--- config.mk ---
export PLATFORM = sky130hd
export DESIGN_NAME = mult_unit_flat
export DESIGN_NICKNAME = d
export VERILOG_FILES = /design/src/rtl/mult_unit_pkg.sv /design/src/rtl/mult_if.sv /design/src/rtl/mult_unit.sv /design/src/flat_wrapper.sv
export SDC_FILE = /design/constraint.sdc
export NUM_CORES = 1
export LEC_CHECK = 0
export ABC_AREA = 1
export ABC_CLOCK_PERIOD_IN_PS = 12100
export BUFFER_PORTS_ARGS = -buffer_cell sky130_fd_sc_hd__buf_2
export CAP_MARGIN = 10
export CORE_AREA = 2 2 142 144
export CTS_BUF_LIST = sky130_fd_sc_hd__clkbuf_8
export DETAILED_ROUTE_END_ITERATION = 6
export DIE_AREA = 0 0 144 146
export HOLD_SLACK_MARGIN = 0.06
export PLACE_DENSITY_LB_ADDON = 0.05
export SYNTH_ARGS = -nofsm -noshare
export SYNTH_HDL_FRONTEND = slang
export SYNTH_SLANG_ARGS = --single-unit
--- constraint.sdc ---
create_clock -name clk -period 12.1 [get_ports clk]
set_input_delay 2.42 -clock clk [delete_from_list [all_inputs] [get_ports clk]]
set_output_delay 2.42 -clock clk [all_outputs]
set_load 0.01 [all_outputs]
--- src/rtl/mult_unit_pkg.sv ---
// rtl/mult_unit_pkg.sv - shared widths, decode keys and state encoding for the RV32M multiplier
package mult_unit_pkg;

  localparam int WORD_W   = 32;
  localparam int CNT_W    = 5;
  localparam int FUNCT3_W = 3;
  localparam int FUNCT7_W = 7;

  // R-type funct7 decode key used by the control unit
  typedef enum logic [FUNCT7_W-1:0] {
    MULT = 7'h01
  } funct7_r_t;

  // funct3 encodings of the multiply subset
  typedef enum logic [FUNCT3_W-1:0] {
    MUL    = 3'h0,
    MULH   = 3'h1,
    MULHSU = 3'h2,
    MULHU  = 3'h3
  } funct3_m_t;

  typedef enum logic [1:0] {
    MUL_IDLE,
    MUL_CALC,
    MUL_FIX,
    MUL_DONE
  } mult_state_t;

endpackage

--- src/rtl/mult_if.sv ---
// rtl/mult_if.sv - request/response bundle between the execute stage and the multiplier
//   master (execute stage): drives start, kill, funct3, a, b; observes busy, done, result
//   slave  (mult_unit)    : observes the request, drives busy, done, result
interface mult_if;
  import mult_unit_pkg::*;

  logic                start;
  logic                kill;
  logic [FUNCT3_W-1:0] funct3;
  logic [WORD_W-1:0]   a;
  logic [WORD_W-1:0]   b;
  logic                busy;
  logic                done;
  logic [WORD_W-1:0]   result;

  modport master (
    output start, kill, funct3, a, b,
    input  busy, done, result
  );

  modport slave (
    input  start, kill, funct3, a, b,
    output busy, done, result
  );

endinterface

--- src/rtl/mult_unit.sv ---
// rtl/mult_unit.sv - iterative radix-2 shift-add multiplier for MUL/MULH/MULHSU/MULHU
//   clk : system clock, rising edge
//   rst : asynchronous active-high reset
//   bus : mult_if.slave (start, kill, funct3, a, b in; busy, done, result out)
module mult_unit
  import mult_unit_pkg::*;
(
  input  logic   clk,
  input  logic   rst,
  mult_if.slave  bus
);

  localparam logic [CNT_W-1:0] LAST_ITER = CNT_W'(WORD_W - 1);

  mult_state_t           r_state;
  logic [FUNCT3_W-1:0]   r_funct3;
  logic                  r_neg;
  logic [WORD_W-1:0]     r_mcand;
  logic [WORD_W-1:0]     r_mplier;
  logic [2*WORD_W-1:0]   r_acc;
  logic [CNT_W-1:0]      r_cnt;
  logic                  r_busy;
  logic                  r_done;
  logic [WORD_W-1:0]     r_result;

  logic                  w_a_signed;
  logic                  w_b_signed;
  logic                  w_a_neg;
  logic                  w_b_neg;
  logic [WORD_W-1:0]     w_mag_a;
  logic [WORD_W-1:0]     w_mag_b;
  logic [WORD_W:0]       w_sum;
  logic [2*WORD_W-1:0]   w_prod;
  logic [WORD_W-1:0]     w_fix_result;
  logic                  w_can_accept;

  function automatic logic [2*WORD_W-1:0] neg2(input logic [2*WORD_W-1:0] x);
    return ~x + (2*WORD_W)'(1);
  endfunction

  // Operand signedness: MULHU treats both unsigned, MULHSU only rs1 signed
  assign w_a_signed = (bus.funct3 != FUNCT3_W'(MULHU));
  assign w_b_signed = (bus.funct3 == FUNCT3_W'(MUL)) || (bus.funct3 == FUNCT3_W'(MULH));
  assign w_a_neg    = w_a_signed & bus.a[WORD_W-1];
  assign w_b_neg    = w_b_signed & bus.b[WORD_W-1];
  // -2^31 negates to itself, which read as unsigned is the correct magnitude 2^31
  assign w_mag_a    = w_a_neg ? (~bus.a + WORD_W'(1)) : bus.a;
  assign w_mag_b    = w_b_neg ? (~bus.b + WORD_W'(1)) : bus.b;

  // Upper-half add keeps its carry so the right shift can pull it into bit 63
  assign w_sum = {1'b0, r_acc[2*WORD_W-1:WORD_W]} +
                 {1'b0, (r_mplier[0] ? r_mcand : '0)};

  assign w_prod = r_neg ? neg2(r_acc) : r_acc;

  always_comb begin
    w_fix_result = '0;
    if (r_funct3[FUNCT3_W-1]) begin
      w_fix_result = '0;
    end else if (r_funct3 == FUNCT3_W'(MUL)) begin
      w_fix_result = w_prod[WORD_W-1:0];
    end else begin
      w_fix_result = w_prod[2*WORD_W-1:WORD_W];
    end
  end

  assign w_can_accept = (r_state == MUL_IDLE) || (r_state == MUL_DONE);

  always_ff @(posedge clk or posedge rst) begin
    if (rst) begin
      r_state  <= MUL_IDLE;
      r_funct3 <= '0;
      r_neg    <= 1'b0;
      r_mcand  <= '0;
      r_mplier <= '0;
      r_acc    <= '0;
      r_cnt    <= '0;
      r_busy   <= 1'b0;
      r_done   <= 1'b0;
      r_result <= '0;
    end else if (bus.kill) begin
      // Flush wins over everything, including a same-edge start or a pending FIX
      r_state <= MUL_IDLE;
      r_busy  <= 1'b0;
      r_done  <= 1'b0;
    end else begin
      case (r_state)
        MUL_IDLE, MUL_DONE: begin
          r_done <= 1'b0;
          if (w_can_accept && bus.start) begin
            r_funct3 <= bus.funct3;
            r_neg    <= w_a_neg ^ w_b_neg;
            r_mcand  <= w_mag_a;
            r_mplier <= w_mag_b;
            r_acc    <= '0;
            r_cnt    <= '0;
            r_busy   <= 1'b1;
            r_state  <= MUL_CALC;
          end else begin
            r_busy  <= 1'b0;
            r_state <= MUL_IDLE;
          end
        end
        MUL_CALC: begin
          r_acc    <= {w_sum, r_acc[WORD_W-1:1]};
          r_mplier <= r_mplier >> 1;
          r_cnt    <= r_cnt + CNT_W'(1);
          if (r_cnt == LAST_ITER) begin
            r_state <= MUL_FIX;
          end
        end
        MUL_FIX: begin
          r_result <= w_fix_result;
          r_busy   <= 1'b0;
          r_done   <= 1'b1;
          r_state  <= MUL_DONE;
        end
        default: begin
          r_busy  <= 1'b0;
          r_done  <= 1'b0;
          r_state <= MUL_IDLE;
        end
      endcase
    end
  end

  assign bus.busy   = r_busy;
  assign bus.done   = r_done;
  assign bus.result = r_result;

endmodule

--- src/flat_wrapper.sv ---
// flat-port wrapper written by rule: the top's interface ports become plain ports
module mult_unit_flat import mult_unit_pkg::*;
  (clk, rst, bus_start, bus_kill, bus_funct3, bus_a, bus_b, bus_busy, bus_done, bus_result);
  mult_if bus_i ();
  input  logic clk;
  input  logic rst;
  input wire logic [$bits(bus_i.start)-1:0] bus_start;
  input wire logic [$bits(bus_i.kill)-1:0] bus_kill;
  input wire logic [$bits(bus_i.funct3)-1:0] bus_funct3;
  input wire logic [$bits(bus_i.a)-1:0] bus_a;
  input wire logic [$bits(bus_i.b)-1:0] bus_b;
  output wire logic [$bits(bus_i.busy)-1:0] bus_busy;
  output wire logic [$bits(bus_i.done)-1:0] bus_done;
  output wire logic [$bits(bus_i.result)-1:0] bus_result;
  assign bus_i.start = bus_start;
  assign bus_i.kill = bus_kill;
  assign bus_i.funct3 = bus_funct3;
  assign bus_i.a = bus_a;
  assign bus_i.b = bus_b;
  assign bus_busy = bus_i.busy;
  assign bus_done = bus_i.done;
  assign bus_result = bus_i.result;
  mult_unit u_core (.clk(clk), .rst(rst), .bus(bus_i));
endmodule
==> results of run 1 <==
where the power goes:
group          internal, mW  leakage, nW  switching [mW]
Combinational         0.566         5.24            1.20
Sequential            0.761         2.27           0.147
Clock                 0.152        0.183           0.253
Total                  1.48         7.69            1.60
tightest hold or removal path, cell delays in order, from the launching register on:
cell and delay (ns):
dfrtp_1 0.35, nand2_1 0.05, nand2_1 0.05
flip-flops by register name, summed over array words and instances (netlist names):
name               cells
u_core.r_funct3        3
u_core.bus.result     32
u_core.r_state         2
u_core.r_mplier       32
u_core.bus.done        1
u_core.r_neg           1
u_core.bus.busy        1
u_core.r_cnt           5
u_core.r_acc          64
u_core.r_mcand        32
kinds of logic after synthesis:
family | Yosys count | share of synthesized area (%)
AO/OA/AOI/OAI | 328 | 14.3
XOR/XNOR | 26 | 1.74
adder cells (fa/ha/maj) | 40 | 3.88
buffers and inverters | 313 | 9.40
flip-flops | 173 | 33.0
multiplexers | 1 | 0.0764
AND/OR/NAND/NOR | 1163 | 37.6
stage by stage:
step	setup WS [ns]	power (mW)	utilization (%)
global placement	6.45	2.55	71.0
finish	6.77	3.08	73.0
floorplan	4.99	2.13	-
detailed placement	6.38	2.60	71.0
CTS	6.83	3.02	73.0
global route	6.64	3.30	73.0
path summary, 6_finish.rpt:
kind	depth (start not counted)	slack (ns)	from	end
setup reg to reg	13	7.99	u_core.r_state[0]$_DFFE_PP0P_	u_core.r_mplier[9]$_DFFE_PP0P_
max in group asynchronous	3	8.41	rst	u_core.r_neg$_DFFE_PP0P_
hold / removal	2	0.48	u_core.bus.result[4]$_DFFE_PP0P_	u_core.bus.result[4]$_DFFE_PP0P_
setup / recovery	12	6.77	bus_start	u_core.r_mplier[9]$_DFFE_PP0P_
hold reg to reg	2	0.48	u_core.bus.result[4]$_DFFE_PP0P_	u_core.bus.result[4]$_DFFE_PP0P_
min in group asynchronous	2	2.14	rst	u_core.bus.result[4]$_DFFE_PP0P_
final cells by class:
type / count / area (µm²)
Fill cell: 1716 / 5210
Timing Repair Buffer: 112 / 581
Sequential cell: 173 / 4330
Clock buffer: 17 / 234
Tap cell: 265 / 332
Inverter: 251 / 947
Multi-Input combinational cell: 1558 / 7550
Clock inverter: 15 / 153
cell usage in the layout, fill, tap and decap left out, types with 4 or more instances in the layout:
cell        synthesis  routed
a21oi_1            99      99
a31oi_1            13      13
buf_2              22     104
buf_4               4       8
clkbuf_8            0      17
clkinvlp_4          0       4
dfrtp_1           173     172
ha_1               39      39
inv_1             237     236
inv_2              11      11
inv_6               0       4
nand2_1           618     618
nand2_2            10      10
nand3_1           184     184
nand3_2             4       4
nand3b_1            6       6
nand4_1            28      28
nor2_1            248     248
nor2_2             15      15
nor2_4              8       8
nor3_1             26      26
o211ai_1           12      12
o21a_1              4       4
o21ai_0           102     102
o21ai_1            15      15
o21bai_1           13      13
o221ai_1            7       7
o22ai_1            46      46
o31ai_1             8       8
or2_2               7       7
xnor2_1             7       7
xor2_1             19      19
per-layer routing:
| layer | vias up | share of wire (%) | GRT usage [%] |
|---|---|---|---|
| met4 | 0 | 4.0 | 13.9 |
| met5 | - | 0 | 0 |
| met2 | 768 | 44 | 57.8 |
| met1 | 6456 | 42 | 53.7 |
| li1 | 6807 | - | - |
| met3 | 114 | 9.9 | 6.94 |
==> summary.md, run 1 <==
| Metric | Value |
|---|---|
| Outcome | finished with violations |
| Failing checks | DRC |
| Synth Warn # | 0 |
| Post-route cell area | 0.0141 mm² |
| Worst IR Drop VDD | between 0.00015 and 0.0002 V |
| Inserted Clock Buffers | 17 |
| Top FF cell, synth | dfrtp_1 |
| Hold-fix buffers, CTS | 0 |
| Fin. Hold Viols | 0 |
| CP delay by family, top | buffers and inverters |
| CP Cell Sequence | buf_2, nand2_1, nor2_4, a21oi_4, inv_2, buf_4, nand2_2, buf_4, inv_2, nand2_1, o21ai_0, o21bai_1 |
| RSZ-0062 raised after global routing | false |
| Area after DPL | 0.0137 mm² |
| Initial antenna violation count | 0 |
| First-pass GRT wire length | ~64 mm |
| Final min period | 5.33 ns |
| CP Launch Type | input pin |
| WL/cell | 16.5 µm |
| H-Tree Level Count | 4 |
| Clock skew | 0.0193 ns |
| Final setup vio count | 0 |
| I/O Buffers | about 100 |
| Setup TNS | 0 ns |
| Final ANT Viol Nets | 0 |
| Syn Inst Count | approximately 2000 |
| Initial Utilization | a little under 70% |
| CTS Sinks | between 150 and 200 |
| Tcrit/Tclk final | between 40 and 50% |
| Post-synth cell types | between 40 and 50 |
| TritonRoute pass-1 iters | 7 |
| PostCTS Resize Cnt | 0 |
| Ratio of cells with drive above 1 in the final layout | under 10% |
| Crit path buffers/inverters | 5 |
| Fin cells | 2391 |
| CP peak stage delay | roughly 0.85 ns |
| Global route overflow | 0 |
| Crit-path max FO | 68 |
| Least-Margin Pin Slew | 1.11 ns |
| CTS Buffer Depth | 2 |
| Vias in the first global route | between 10000 and 15000 |
| Core area | about 0.019 mm² |
| Count leader, synth | nand2_1 |
| Clock slew seen by the registers of the worst setup and hold paths | ~0.11 ns |
| Slew headroom | between 20% and 30% |
| CTS root buf | clkbuf_8 |
| DR vias/cell | 5.92 |
| CTS tree | built |
| Synth Net Count | 2155 |
| CP Capture Type | register |
| Post-layout nets | about 2200 |
| Hold Crit Class | register to register |
| Critical-path top delay cell | a21oi_4 |
| Die X | 144 µm |
| Crit Path Category | input pin to register |
| Full die area | 0.0210 mm² |
| IO Count | roughly 110 |
| Placed insts | 2359 |
| Seq/Total Area, Yosys | between 30% and 40% |
| CP arrival | roughly 5.7 ns |
| Core Rows | between 50 and 60 |
| Cell Area, Synth | 0.0131 mm² |
| Total number of vias | ~14000 |
| Top-area cell type share of the netlist area | ~33% |
| Largest net degree at the start of global routing | approximately 100 |
| FMAX | 187 MHz |
| Die height | approximately 150 µm |
| Yosys reg bits | about 170 |
| # Post-CTS Setup Buffers | 0 |
| GRT Total Usage | around 38% |
| Pwr per Cell Area | roughly 220 mW/mm² |
| Clock Latency Late Sink | roughly 0.48 ns |
| Post-detail-place hpwl | around 29 mm |
| Slew Limit Fails | 0 |
| Drt drc | 8 |
| Top cells by count, synth | 618 x nand2_1, 248 x nor2_1, 237 x inv_1 |
| Leak | 7.69 nW |
| Post-synth EDFFs | 0 |
| Routed wire length | roughly 39 mm |
| Antenna cells | 0 |
| Iter 0 DRT Violations | 1506 |
| Cell taking the most area after synthesis | dfrtp_1 |
| Placer Congestion | 0.988 |
| Area Overhead vs Synth | 7.74% |
| Mean Syn Cell Area | 6.41 µm² |
| Max Cap Viol | 0 |
| Synth area leaders | dfrtp_1 33%, nand2_1 18%, nor2_1 7.1%, nand3_1 7.0%, inv_1 6.8% |
| Hold Slack | about 0.48 ns |
| Synth async-reset ratio | 100% |
| WP data required | 12.47 ns |
(Power assumes the default switching activity.)
==> run 2, diff against run 1 <==
Settings changed: ABC_CLOCK_PERIOD_IN_PS 12100 to 5500, CORE_AREA 2 2 142 144 to 2 2 148 150, DIE_AREA 0 0 144 146 to 0 0 150 152.
Clock period 12.1 ns to 5.5 ns, I/O delays scaled along.
==> run 2 against run 1 <==
Effect of this change:
- the run still ends with DRC left
- clock power rose by 150%
- flip-flop and latch count stayed put
- worst hold slack better by 0.0026 ns
- non-clock buffer count rose by 1
- worst setup slack got worse by 4.5 ns
- via count decreased by 0.35%
- largest power group unchanged
- cell area grew 0.62%
- global-route usage decreased by 1.8 points
- combinational power is 120% higher
- clock-buffer cell count did not move
==> summary.md, run 2 (synthesis results as in run 1) <==
| Metric | Value |
|---|---|
| Outcome | finished with violations |
| Failing checks | DRC |
| Clock skew | 0.0186 ns (-0.000683 ns) |
| Final min period | approximately 3.2 ns |
| Worst IR Drop VDD | 0.000316 V (+97%) |
| WP data required | 5.94 ns (-6.53 ns) |
| Internal power | 3.35 mW (+130%) |
| Final critical-path setup slack | 2.29 ns (-4.48 ns) |
| Commonest cells after routing, fill and taps aside | 618 x nand2_1, 248 x nor2_1, 236 x inv_1, 184 x nand3_1, 172 x dfrtp_1 |
| Setup TNS | 0 ns (unchanged) |
| CTS root buf | clkbuf_8 |
| CP Cell Sequence | nand2_1, inv_1, ha_1, inv_1, fa_1, inv_1, nand2_1, o21ai_1, nand2_1, nand2_1, nand2_1, nand2_1, nand2_1, nand2_1, nand2_1, nand3_1, nand2_1, nand2_1 |
| Slew Limit Fails | 0 (unchanged) |
| Crit path depth | 18 (+6) |
| Post-detail-place hpwl | 30.1 mm (+2.2%) |
| Hold-fix buffers, CTS | 0 (unchanged) |
| CTS tree | built |
| Pwr per Cell Area | 484 mW/mm² (+120%) |
| Leak | 7.72 nW (+0.40%) |
| First-pass GRT wire length | 65.8 mm (+3.1%) |
| Initial antenna violation count | 0 (unchanged) |
| CP Launch Type | register |
| Placed insts | 2375 (+0.68%) |
| Die height | 152 µm (+4.1%) |
| Reg power frac | 29.3% (-0.2 points) |
| CP peak stage delay | 0.99 ns (+0.14 ns) |
| Total design power | 6.88 mW (+120%) |
| Iter 0 DRT Violations | 1384 (-8.1%) |
| Antenna cells | 0 (unchanged) |
| Reg2Reg Launch Point | u_core.r_mplier[0]$_DFFE_PP0P_ |
| Drt drc | 1 (-7) |
| Core Rows | 54 (+5.9%) |
| Post-layout nets | 2225 (+0.045%) |
| Crit Path Category | register to register |
| CP Capture Type | register |
| PostCTS Resize Cnt | 0 (unchanged) |
| Clock network fraction of design power | 14.5% (+1.3 points) |
| Fin cells | 2407 (+0.67%) |
| DR vias/cell | 5.86 (-1.0%) |
| Reg-to-reg slack, setup | 2.29 ns (-5.70 ns) |
| IO Count | 105 (unchanged) |
| GRT Total Usage | 36.0% (-1.8 points) |
| Vias in the first global route | 12700 (-0.20%) |
| Crit-path max FO | 33 (-51%) |
| Slew headroom | 23.9% (-1.7 points) |
| Core area | 0.0214 mm² (+10%) |
| Final ANT Viol Nets | 0 (unchanged) |
| I/O Buffers | 104 (unchanged) |
| CP delay by family, top | simple AND/OR/NAND/NOR gates |
| Gate power share | 56.2% (-1.1 points) |
| Critical-path top delay cell | dfrtp_1 |
| Max reg flops | 64 (unchanged) |
| Placer Congestion | 0.995 (+0.66%) |
| CP startpoint | u_core.r_mplier[0]$_DFFE_PP0P_ |
| Routed wire length | 40.6 mm (+2.9%) |
| Hold Slack | 0.483 ns (+0.00264 ns) |
| Register with the most flip-flops | u_core.r_acc |
| TritonRoute pass-1 iters | 7 (unchanged) |
| Initial Utilization | 61.4% (-6.4 points) |
| Min-delay src | u_core.bus.result[18]$_DFFE_PP0P_ |
| Clock slew seen by the registers of the worst setup and hold paths | 0.10 ns (about the same) |
| Crit path buffers/inverters | 3 (-2) |
| Die X | 150 µm (+4.2%) |
| RSZ-0062 raised after global routing | false |
| Commonest non-fill, non-tap cell in the layout | nand2_1 |
| Hold path depth | 2 (unchanged) |
| CP arrival | 3.65 ns (-2.06 ns) |
| Sw frac | 51.3% (-0.66 points) |
| CTS Sinks | 173 (unchanged) |
| P_sw | 3.53 mW (+120%) |
| Full die area | 0.0228 mm² (+8.4%) |
| Least-Margin Pin Slew | 1.14 ns (+0.0248 ns) |
| Hold Crit Class | register to register |
| Clock Latency Late Sink | 0.50 ns (+0.02 ns) |
| Tcrit/Tclk final | 58.4% |
| FMAX | ~310 MHz |
| Global route overflow | 0 (unchanged) |
| Largest net degree at the start of global routing | 174 (+67%) |
| CP most frequent cell | nand2_1 |
| H-Tree Level Count | 4 (unchanged) |
| CTS Buffer Depth | 2 (unchanged) |
| Area Overhead vs Synth | 8.41% |
| Total number of vias | 14100 (-0.35%) |
| Ratio of cells with drive above 1 in the final layout | 9.78% (+0.042 points) |
| Max Cap Viol | 0 (unchanged) |
| Inserted Clock Buffers | 17 (unchanged) |
| Area after DPL | 0.0138 mm² (+0.27%) |
| Final setup vio count | 0 (unchanged) |
| # Post-CTS Setup Buffers | 0 (unchanged) |
| Core Util, Final | 66.6% (-6.5 points) |
| Fin. Hold Viols | 0 (unchanged) |
| Post-route cell area | 0.0142 mm² (+0.62%) |
| Post-Place Worst Slack | 1.93 ns (-4.45 ns) |
| Worst r2r path cells | 18 (+5) |
| WL/cell | 16.9 µm (+2.2%) |
| Fill cells | 2020 (+18%) |
## run 2: final cells by class
type                    count  area, µm²  share of cell area [%]
repair buffers            113        601                    4.23
inverters                 251        946                    6.66
clock inverters            15        203                    1.43
flip-flops and latches    173       4330                    30.5
clock buffers              17        234                    1.65
well taps                 280        350                    2.47
multi-input cells        1558       7550                    53.1
## run 2: power groups by stage
stage          combinational (mW)  sequential (mW)  clock, mW
3_5_place_dp                 3.75             2.02          0
2_1_floorplan                2.74             1.94          0
3_3_place_gp                 3.69             2.01          0
4_1_cts                      3.78             2.00       1.00
5_1_grt                      4.31             2.05       1.06
6_report                     3.87             2.01       1.00
## run 2: worst paths after layout
kind                                                endpoint
min in group asynchronous       u_core.r_acc[21]$_DFFE_PP0P_
setup / recovery                u_core.r_acc[63]$_DFFE_PP0P_
max in group asynchronous           u_core.r_neg$_DFFE_PP0P_
hold reg to reg            u_core.bus.result[18]$_DFFE_PP0P_
hold / removal             u_core.bus.result[18]$_DFFE_PP0P_
setup reg to reg                u_core.r_acc[63]$_DFFE_PP0P_
## run 2: layer usage
layer  vias to the layer above  track usage (%)  share of wire, %
met4                         0             12.8               3.5
met1                      6485             52.3                43
li1                       6795                -                 -
met5                         -                0                 0
met2                       715             54.8                44
met3                       101             5.17               8.8
## run 2: tightest hold or removal path, cell delays in order (launching register included)
cell	delay [ns]
dfrtp_1	0.35
nand2_1	0.05
nand2_1	0.05
